<file path="src/rtl/pipe_ctrl.sv">
// pipe_ctrl: pipeline sequencing controller for the five-stage CPU.
// Decides stage-register enables/flushes (stall, bubble, exception and eret
// squash) and owns the multiply/divide busy timer.
//
// Ports:
//   clk, reset (async, active-low)
//   D_hazard, D_mdu              D-stage hazard / MDU-class instruction
//   E_mdu_start, E_mdu_div       E-stage MDU start request and div qualifier
//   Req, M_eret                  exception accepted / eret in M
//   F_en..W_en                   stage-register enables
//   D_flush, E_flush, M_flush    synchronous clears
//   mdu_start, mdu_busy          qualified MDU start / MDU occupied
//   mdu_state                    0 IDLE, 1 BUSY_MUL, 2 BUSY_DIV
//   stall_cnt, flush_cnt         statistics (only with PIPE_CTRL_STAT_EN)
//
// Build option: define PIPE_CTRL_STAT_EN to add the statistics counters.
//
// state    | meaning
// ---------+-----------------------------------------------
// IDLE     | MDU free, a start in E may be accepted
// BUSY_MUL | mult/multu in flight, cnt counting down
// BUSY_DIV | div/divu in flight, cnt counting down

module pipe_ctrl #(
    parameter int unsigned MULT_CYC = 5,
    parameter int unsigned DIV_CYC  = 10
) (
    input  logic       clk,
    input  logic       reset,
    input  logic       D_hazard,
    input  logic       D_mdu,
    input  logic       E_mdu_start,
    input  logic       E_mdu_div,
    input  logic       Req,
    input  logic       M_eret,
    output logic       F_en,
    output logic       D_en,
    output logic       E_en,
    output logic       M_en,
    output logic       W_en,
    output logic       D_flush,
    output logic       E_flush,
    output logic       M_flush,
    output logic       mdu_start,
    output logic       mdu_busy,
    output logic [1:0] mdu_state
`ifdef PIPE_CTRL_STAT_EN
    ,
    output logic [31:0] stall_cnt,
    output logic [31:0] flush_cnt
`endif
);

    typedef enum logic [1:0] {
        IDLE     = 2'd0,
        BUSY_MUL = 2'd1,
        BUSY_DIV = 2'd2
    } state_t;

    state_t     state_q, state_d;
    logic [3:0] cnt_q, cnt_d;
    logic       stall;
    logic       squash;

    // Squash (Req or eret) cancels a start in E; reset forces the start low.
    assign squash    = Req | M_eret;
    assign mdu_start = reset & E_mdu_start & ~squash & (state_q == IDLE);
    assign mdu_busy  = mdu_start | (cnt_q != 4'd0);
    assign stall     = D_hazard | (D_mdu & mdu_busy);
    assign mdu_state = state_q;

    always_ff @(posedge clk or negedge reset) begin
        if (!reset) begin
            state_q <= IDLE;
            cnt_q   <= 4'd0;
        end else begin
            state_q <= state_d;
            cnt_q   <= cnt_d;
        end
    end

    // Busy states keep counting regardless of Req/eret: the operation
    // belongs to an older, already committed instruction.
    always_comb begin
        state_d = state_q;
        cnt_d   = cnt_q;
        case (state_q)
            IDLE: begin
                if (mdu_start) begin
                    if (E_mdu_div) begin
                        state_d = BUSY_DIV;
                        cnt_d   = 4'(DIV_CYC);
                    end else begin
                        state_d = BUSY_MUL;
                        cnt_d   = 4'(MULT_CYC);
                    end
                end
            end
            BUSY_MUL, BUSY_DIV: begin
                if (cnt_q <= 4'd1) begin
                    state_d = IDLE;
                    cnt_d   = 4'd0;
                end else begin
                    cnt_d = cnt_q - 4'd1;
                end
            end
            default: begin
                state_d = IDLE;
                cnt_d   = 4'd0;
            end
        endcase
    end

    always_comb begin
        F_en    = 1'b1;
        D_en    = 1'b1;
        E_en    = 1'b1;
        M_en    = 1'b1;
        W_en    = 1'b1;
        D_flush = 1'b0;
        E_flush = 1'b0;
        M_flush = 1'b0;
        if (reset) begin
            if (squash) begin
                D_flush = 1'b1;
                E_flush = 1'b1;
                M_flush = 1'b1;
            end else if (stall) begin
                // Hold F/D, inject a bubble into D/E.
                F_en    = 1'b0;
                D_en    = 1'b0;
                E_flush = 1'b1;
            end
        end
    end

`ifdef PIPE_CTRL_STAT_EN
    logic [31:0] stall_cnt_q, flush_cnt_q;

    always_ff @(posedge clk or negedge reset) begin
        if (!reset) begin
            stall_cnt_q <= 32'd0;
            flush_cnt_q <= 32'd0;
        end else begin
            if (stall && !squash) stall_cnt_q <= stall_cnt_q + 32'd1;
            if (squash)           flush_cnt_q <= flush_cnt_q + 32'd1;
        end
    end

    assign stall_cnt = stall_cnt_q;
    assign flush_cnt = flush_cnt_q;
`endif

endmodule

</file>
<file path="config.mk">
export PLATFORM = sky130hd
export DESIGN_NAME = pipe_ctrl
export DESIGN_NICKNAME = d
export VERILOG_FILES = /design/src/rtl/pipe_ctrl.sv
export SDC_FILE = /design/constraint.sdc
export NUM_CORES = 1
export LEC_CHECK = 0
export BUFFER_PORTS_ARGS = -buffer_cell sky130_fd_sc_hd__buf_4
export CAP_MARGIN = 20
export CORE_AREA = 2 2 39 41
export DETAILED_ROUTE_END_ITERATION = 10
export DIE_AREA = 0 0 41 43
export GPL_TIMING_DRIVEN = 0
export PLACE_DENSITY_LB_ADDON = 0.12
export SETUP_SLACK_MARGIN = 0.3
export SYNTH_ARGS = -nofsm -noshare
export SYNTH_HDL_FRONTEND = slang
export SYNTH_SLANG_ARGS = --single-unit
</file>
<file path="constraint.sdc">
create_clock -name clk -period 2.5 [get_ports clk]
set_clock_uncertainty 0.15 [all_clocks]
set_input_delay 0.375 -clock clk [delete_from_list [all_inputs] [get_ports clk]]
set_output_delay 0.375 -clock clk [all_outputs]
set_load 0.005 [all_outputs]
</file>
==> results.txt, run 1 <==
Outcome: complete, no violations
Worst setup path class: reg -> out
Clock transition at path regs: 50 ps
Initial DRT Pass Iterations: 4
Total power: 761 uW
IO Pins: 20
Cell Rows: 14
GRT Total Usage: 16.1%
Delay-heaviest family, CP: compound AO/OA/AOI/OAI gates
H-tree Lvls: 1
Worst slew margin: 66.1%
Total grt overflow: 0
First-pass GRT wire length: 1850 um
DR vias: 485
Layout cells sized above 1: 41.8%
Worst-skew pair later-pin latency: 250 ps
Final design utilization: 53.2%
Worst-Margin Slew: 507 ps
Hold EP: mdu_state[1]$_DFFE_PN0P_
Yosys cell types: 28
Pre-CTS setup slack: 276 ps
Setup crit end kind: primary output
Die Wd: 41 um
Crit path required time: 1980 ps
Final design instance area without fill: 736 um^2
Hold WS: 300 ps
Final Hold Violating Endpoints: 0
Critical Path, Cell by Cell: inv_2, ha_4, or3b_1, a31o_1, a21o_1, a21o_1, buf_6
Non-Filler Instances: 95
CTS buffer count: 3
CTS tree: done
# diodes: 0
Clock Sinks: 6
IO buf count: 16
Largest net degree at the start of global routing: 9
Syn-to-layout area delta: 45.2%
DP HPWL: 842 um
Overall die area: 1760 um^2
CP startpoint kind: flip-flop
Clock Tree Buf Depth: 2
Seq/Total Area, Yosys: 29.6%
Count of buffer and inverter cells on the critical path: 2
Reg2reg path depth: 5
Multi-input gate area: 327 um^2
GPL Wtd Cong: 0.828
R2r startpoint: mdu_state[0]$_DFFE_PN0P_
Async SR Flop Fraction: 100%
Cell depth of the worst hold path: 3
Max Clk Rate: 425 MHz
Root Buffer: clkbuf_4
Final Slew Violations: 0
Number of synthesized flops with an enable pin: 0
Crit path DAT: 1830 ps
Most used DFF post-synth: dfrtp_1
Min Tclk post-route: 2350 ps
Crit-path max cell delay: 390 ps
Critical-path maximum fanout: 3
Nets: 94
Hold_sp: E_mdu_div
R2R Setup Slk: 580 ps
Detailed-route wire length: 1170 um
Initial DRC count: 5
DRC Markers: 0
RSZ-0062 raised after global routing: true
Dpl cell area: 654 um^2
Via density: 5.11
Dpl cells: 88
Initial antenna violation count: 0
Final cycle utilization of the critical path: 94.1%
Max Cap Viol: 0
Worst IR drop on VDD: 0.000504 V
RR Endpoint: cnt_q[2]$_DFFE_PN0P_
Min-Delay Path Class: in -> reg
YS warnings: 0
Synthesized flop and latch total: 6
Avg Inst Size Synth: 9.38 um^2
Antenna viol nets, final: 0
Static leakage: 0.371 nW
Initial Utilization: 36.6%
Core area: 1380 um^2
Sequential Area: 150 um^2
CP dominant cell by count: a21o_1
Vias in the first global route: 456
Final setup margin: 146 ps
Mapped cell area: 507 um^2
# fillers: 133
Setup TNS: 0 ps
Slowest-stage cell, CP: dfrtp_1
Die Ht: 43 um
Avg WL per Cell: 12.3 um
Power per cell area: 1030 nW/um^2
Setup violations, final: 0
Post-Synthesis Cells: 54
## worst register-to-register path: cells and delay by family, from the launching register on
family / cells / cell delay (ps)
compound gates: 2 / 820
simple gates: 1 / 140
flops: 1 / 390
buf+inv: 1 / 80
fa+ha+maj: 1 / 210
## synth_stat cells, types with 2 or more instances
| cell type | instances | area [um^2] |
|---|---|---|
| dfrtp_1 | 6 | 150 |
| a21o_1 | 2 | 15.0 |
| ha_1 | 5 | 62.6 |
| mux2i_1 | 2 | 20.0 |
| nand2b_1 | 2 | 12.5 |
| o31ai_1 | 2 | 15.0 |
| nor2_1 | 2 | 7.51 |
| buf_4 | 5 | 37.5 |
| a22o_1 | 2 | 17.5 |
| o21ai_0 | 2 | 10.0 |
| nand2_1 | 4 | 15.0 |
| inv_1 | 4 | 15.0 |
## report_power, final
group / leakage, nW / internal, mW / switching [mW] / total [mW]
clock: 0.0138 / 0.0543 / 0.0354 / 0.0897
combinational: 0.281 / 0.248 / 0.236 / 0.484
sequential: 0.0762 / 0.143 / 0.0442 / 0.187
total: 0.371 / 0.445 / 0.315 / 0.761
## placed cells by master (no fill, tap or decap)
master,Yosys,routed
dlygate4sd3_1,0,1
nor3_1,1,1
mux2i_1,2,2
nor4_1,1,1
ha_4,0,1
o311ai_0,1,1
o21ai_0,2,2
dfrtp_1,6,6
nand2b_1,2,2
nor3b_1,1,1
clkbuf_4,0,3
inv_2,0,2
a221o_2,1,1
o31ai_1,2,2
buf_4,5,21
or3b_1,1,1
nand3_1,1,1
inv_1,4,2
nand2_2,0,1
a21boi_1,1,1
nand2_1,4,3
and2_1,1,1
nand4b_1,1,1
ha_1,5,4
nor2_1,2,2
o21a_1,1,1
buf_6,0,3
nor3b_4,1,1
a31o_1,1,1
conb_1,1,3
a22o_1,2,2
nor4b_1,1,1
and3_1,1,1
a21o_1,2,2
## state kept, by name, summed over array words and instances, names as in the netlist
| signal | count |
|---|---|
| cnt_q | 4 |
| mdu_state | 2 |
## routing by layer
layer | up-vias | GRT usage (%) | wire, um
li1 | 240 | - | -
met1 | 222 | 16.3 | 455
met3 | 2 | 9.42 | 115
met4 | 0 | 6.67 | 15
met2 | 21 | 25.6 | 580
met5 | - | 0 | 0
## kinds of logic after synthesis
kind of cell | count (synthesis) | synth area share, %
AO/OA/AOI/OAI | 13 | 20.0
adder cells (fa/ha/maj) | 5 | 12.3
buffers and inverters | 9 | 10.4
flip-flops | 6 | 29.6
multiplexers | 2 | 3.95
other | 1 | 0.740
AND/OR/NAND/NOR | 18 | 23.0
## worst max-delay path by stage
stage                    startpoint  endpoint  slack [ps]  cells after the start
2_1_floorplan  cnt_q[0]$_DFFE_PN0P_      F_en         450                      7
3_3_place_gp   cnt_q[0]$_DFFE_PN0P_   E_flush         300                      7
3_5_place_dp   cnt_q[0]$_DFFE_PN0P_   E_flush         280                      7
4_1_cts        cnt_q[0]$_DFFE_PN0P_   E_flush         130                      7
5_1_grt        cnt_q[0]$_DFFE_PN0P_      F_en          40                      8
6_report       cnt_q[0]$_DFFE_PN0P_   E_flush         150                      7
## cell type report
| type | count | share of cell area (%) |
|---|---|---|
| clock buffers | 3 | 3.06 |
| plain buffers | 5 | 5.10 |
| flip-flops and latches | 6 | 20.4 |
| inverters | 4 | 2.04 |
| repair buffers | 20 | 22.3 |
| multi-input cells | 41 | 44.4 |
| well taps | 16 | 2.72 |
## timing repair
item	CTS	global route
hold buffers	1	0
pin swaps	3	0
endpoints found under the hold margin	6	0
gates resized for setup	6	2
endpoints found under the setup margin	3	3
setup buffers	3	0
Note: power is estimated with default switching activity, not from simulation.
==> run 2, diff against run 1 <==
Settings changed: ABC_AREA set to 1, CORE_AREA 2 2 39 41 to not set, CORE_MARGIN set to 2, CORE_UTILIZATION set to 40, DIE_AREA 0 0 41 43 to not set, RECOVER_POWER set to 25.
==> run 2 against run 1 <==
Worst hold slack lost 12 ps. Die area is 3.8% lower. Sequential cell count stayed put. Non-clock buffer count is 1 lower. Total power up 5.1%.
==> results.txt, run 2 <==
CTS buffer count: 3
Synth top cells by count: nand2_1, inv_1, dfrtp_1
Internal: 438 uW
H-tree Lvls: 1
Detailed-route wire length: 1110 um
Initial Utilization: 42.5%
First-pass GRT wire length: 1610 um
Overall die area: 1700 um^2
Initial DRC count: 7
Most frequent cells in the layout: nand2_1, buf_4, inv_1
Die Ht: 41.2 um
Setup TNS: 0 ps
Sw frac: 45.3%
CP startpoint kind: flip-flop
Crit-path max cell delay: 380 ps
Worst IR drop on VDD: 0.000574 V
Post-Synth Simple-Gate Area: 33.0%
Cell Rows: 13
R2R Setup Slk: 1080 ps
R2r startpoint: cnt_q[0]$_DFFE_PN0P_
DR vias: 497
Vias in the first global route: 386
Combinational Power Share: 65.5%
Clock Tree Buf Depth: 2
Initial antenna violation count: 0
Leading area contributor after synthesis: dfrtp_1
Cell depth of the worst hold path: 4
Max Cap Viol: 0
Count leader, synth: nand2_1
Total grt overflow: 0
IO Pins: 20
DRC Markers: 0
Via density: 4.28
Critical-path maximum fanout: 3
Die Wd: 41.2 um
Mux cell area share after synthesis: 0%
Outcome: complete, no violations
Most used routing layer: met2
Nets: 116
RSZ-0062 raised after global routing: false
Hold WS: 289 ps
Hold_sp: E_mdu_div
Total power: 800 uW
Worst setup path class: reg -> out
Initial DRT Pass Iterations: 4
Largest register by flop count: cnt_q
IO buf count: 16
Switching power total: 362 uW
CTS tree: done
Avg WL per Cell: 9.59 um
GR Util met3: 8.15%
Async SR Flop Fraction: 100%
Clock Sinks: 6
Most used DFF post-synth: dfrtp_1
Clock power frac: 10.8%
XOR/XNOR Fraction of Synth Area: 1.58%
Commonest non-fill, non-tap cell in the layout: nand2_1
DP HPWL: 864 um
Sequential Area: 150 um^2
Grt met1 use: 21.0%
Yosys cell types: 20
Reg2reg path depth: 9
Final setup margin: 416 ps
Adder-cell area share of the yosys netlist: 11.3%
Avg Inst Size Synth: 7.18 um^2
Slowest-stage cell, CP: dfrtp_1
Synthesized flop and latch total: 6
Number of synthesized flops with an enable pin: 0
Mapped cell area: 553 um^2
Root Buffer: clkbuf_4
Power per cell area: 1050 nW/um^2
Layout cells sized above 1: 39.6%
Area fraction in compound gates after synthesis: 9.50%
Post-Synthesis Cells: 77
Pre-CTS setup slack: 563 ps
# diodes: 0
Antenna viol nets, final: 0
Proportion of netlist area held by the largest area contributor: 27.1%
Largest net degree at the start of global routing: 7
YS warnings: 0
Final Hold Violating Endpoints: 0
Min-Delay Path Class: in -> reg
Crit path required time: 1980 ps
Static leakage: 0.423 nW
Largest family of logic cells by synthesized area: simple AND/OR/NAND/NOR gates
RR Endpoint: cnt_q[0]$_DFFE_PN0P_
Setup violations, final: 0
Seq/Total Area, Yosys: 27.1%
GRT Total Usage: 14.9%
Met2 usage: 21.1%
Worst-skew pair later-pin latency: 240 ps
Final cycle utilization of the critical path: 83.4%
GPL Wtd Cong: 0.839
Max reg flops: 4
# fillers: 127
Critical Path, Cell by Cell: inv_2, ha_1, nor3b_2, nand2_1, nand2_1, nand2_1, nand3_1, buf_4, buf_4
CP dominant cell by count: nand2_1
Hold EP: mdu_state[0]$_DFFE_PN0P_
Core area: 1300 um^2
Crit path DAT: 1560 ps
Multi-input gate area: 335 um^2
Clock transition at path regs: 40 ps
Min Tclk post-route: 2080 ps
Max Clk Rate: 480 MHz
Syn-to-layout area delta: 37.6%
Synth area leaders: dfrtp_1, nand2_1, ha_1
Setup crit end kind: primary output
Register share of total power: 23.7%
Final Slew Violations: 0
==> run 2: cell count changes after synthesis, sizes merged, moves of 3 or more <==
cell / change
nand2: +23
o21ai: +6
nand3: +3
inv: +10
==> run 2: final cells by class <==
class / instances / share of cell area [%]
Tap cell: 15 / 2.47
Clock buffer: 3 / 2.96
Inverter: 14 / 7.24
Timing Repair Buffer: 19 / 18.6
Multi-Input combinational cell: 54 / 44.1
Sequential cell: 6 / 19.7
Buffer: 5 / 4.93
==> run 2: cell families (layout without fill, tap and decap cells) <==
kind of cell / after synthesis / after routing
XOR/XNOR: 1 / 1
buffers and inverters: 19 / 41
AO/OA/AOI/OAI: 9 / 9
adder cells (fa/ha/maj): 5 / 5
AND/OR/NAND/NOR: 36 / 36
flip-flops: 6 / 6
other: 1 / 3
==> run 2: per-layer routing <==
| metal | share of wire [%] | wire length [um] |
|---|---|---|
| met5 | 0 | 0 |
| met4 | 0 | 0 |
| met3 | 7.9 | 88 |
| met2 | 46 | 506 |
| met1 | 46 | 517 |
==> run 2: worst max path at each step <==
stage	start	endpoint	slack [ps]
after floorplan	mdu_state[0]$_DFFE_PN0P_	F_en	730
after global placement	mdu_state[0]$_DFFE_PN0P_	F_en	570
after detailed placement	cnt_q[0]$_DFFE_PN0P_	F_en	560
after CTS	mdu_state[0]$_DFFE_PN0P_	F_en	320
after global routing	mdu_state[0]$_DFFE_PN0P_	F_en	280
final	cnt_q[0]$_DFFE_PN0P_	F_en	420
==> run 2: power by group through the flow <==
stage               clock network [mW]  registers, mW  logic (mW)
global route                    0.0976          0.193       0.604
CTS                             0.0923          0.187       0.477
detailed placement                   0          0.188       0.474
finish                          0.0865          0.190       0.524
global placement                     0          0.187       0.467
floorplan                            0          0.178       0.361
==> run 2: worst max-delay path: cells and delay by family, from the launching register on <==
kind | cells | cell delay (ps)
buf+inv | 3 | 320
fa+ha+maj | 1 | 180
simple gates | 5 | 440
flops | 1 | 380
==> run 2: through the flow <==
step,utilization (%),std cells,instance area [um^2]
6_report,58.5,116,761
3_3_place_gp,53.8,110,699
4_1_cts,56.3,114,732
5_1_grt,58.5,116,761
2_1_floorplan,-,79,561
3_5_place_dp,53.8,110,699
==> run 2: timing repair <==
action | 4_1_cts | 5_1_grt
hold buffers | 1 | 0
setup buffers | 0 | 2
pin swaps | 0 | 0
resized for setup | 1 | 5
cloned | 0 | 0
endpoints found under the hold margin | 6 | 0
endpoints found under the setup margin | 1 | 3
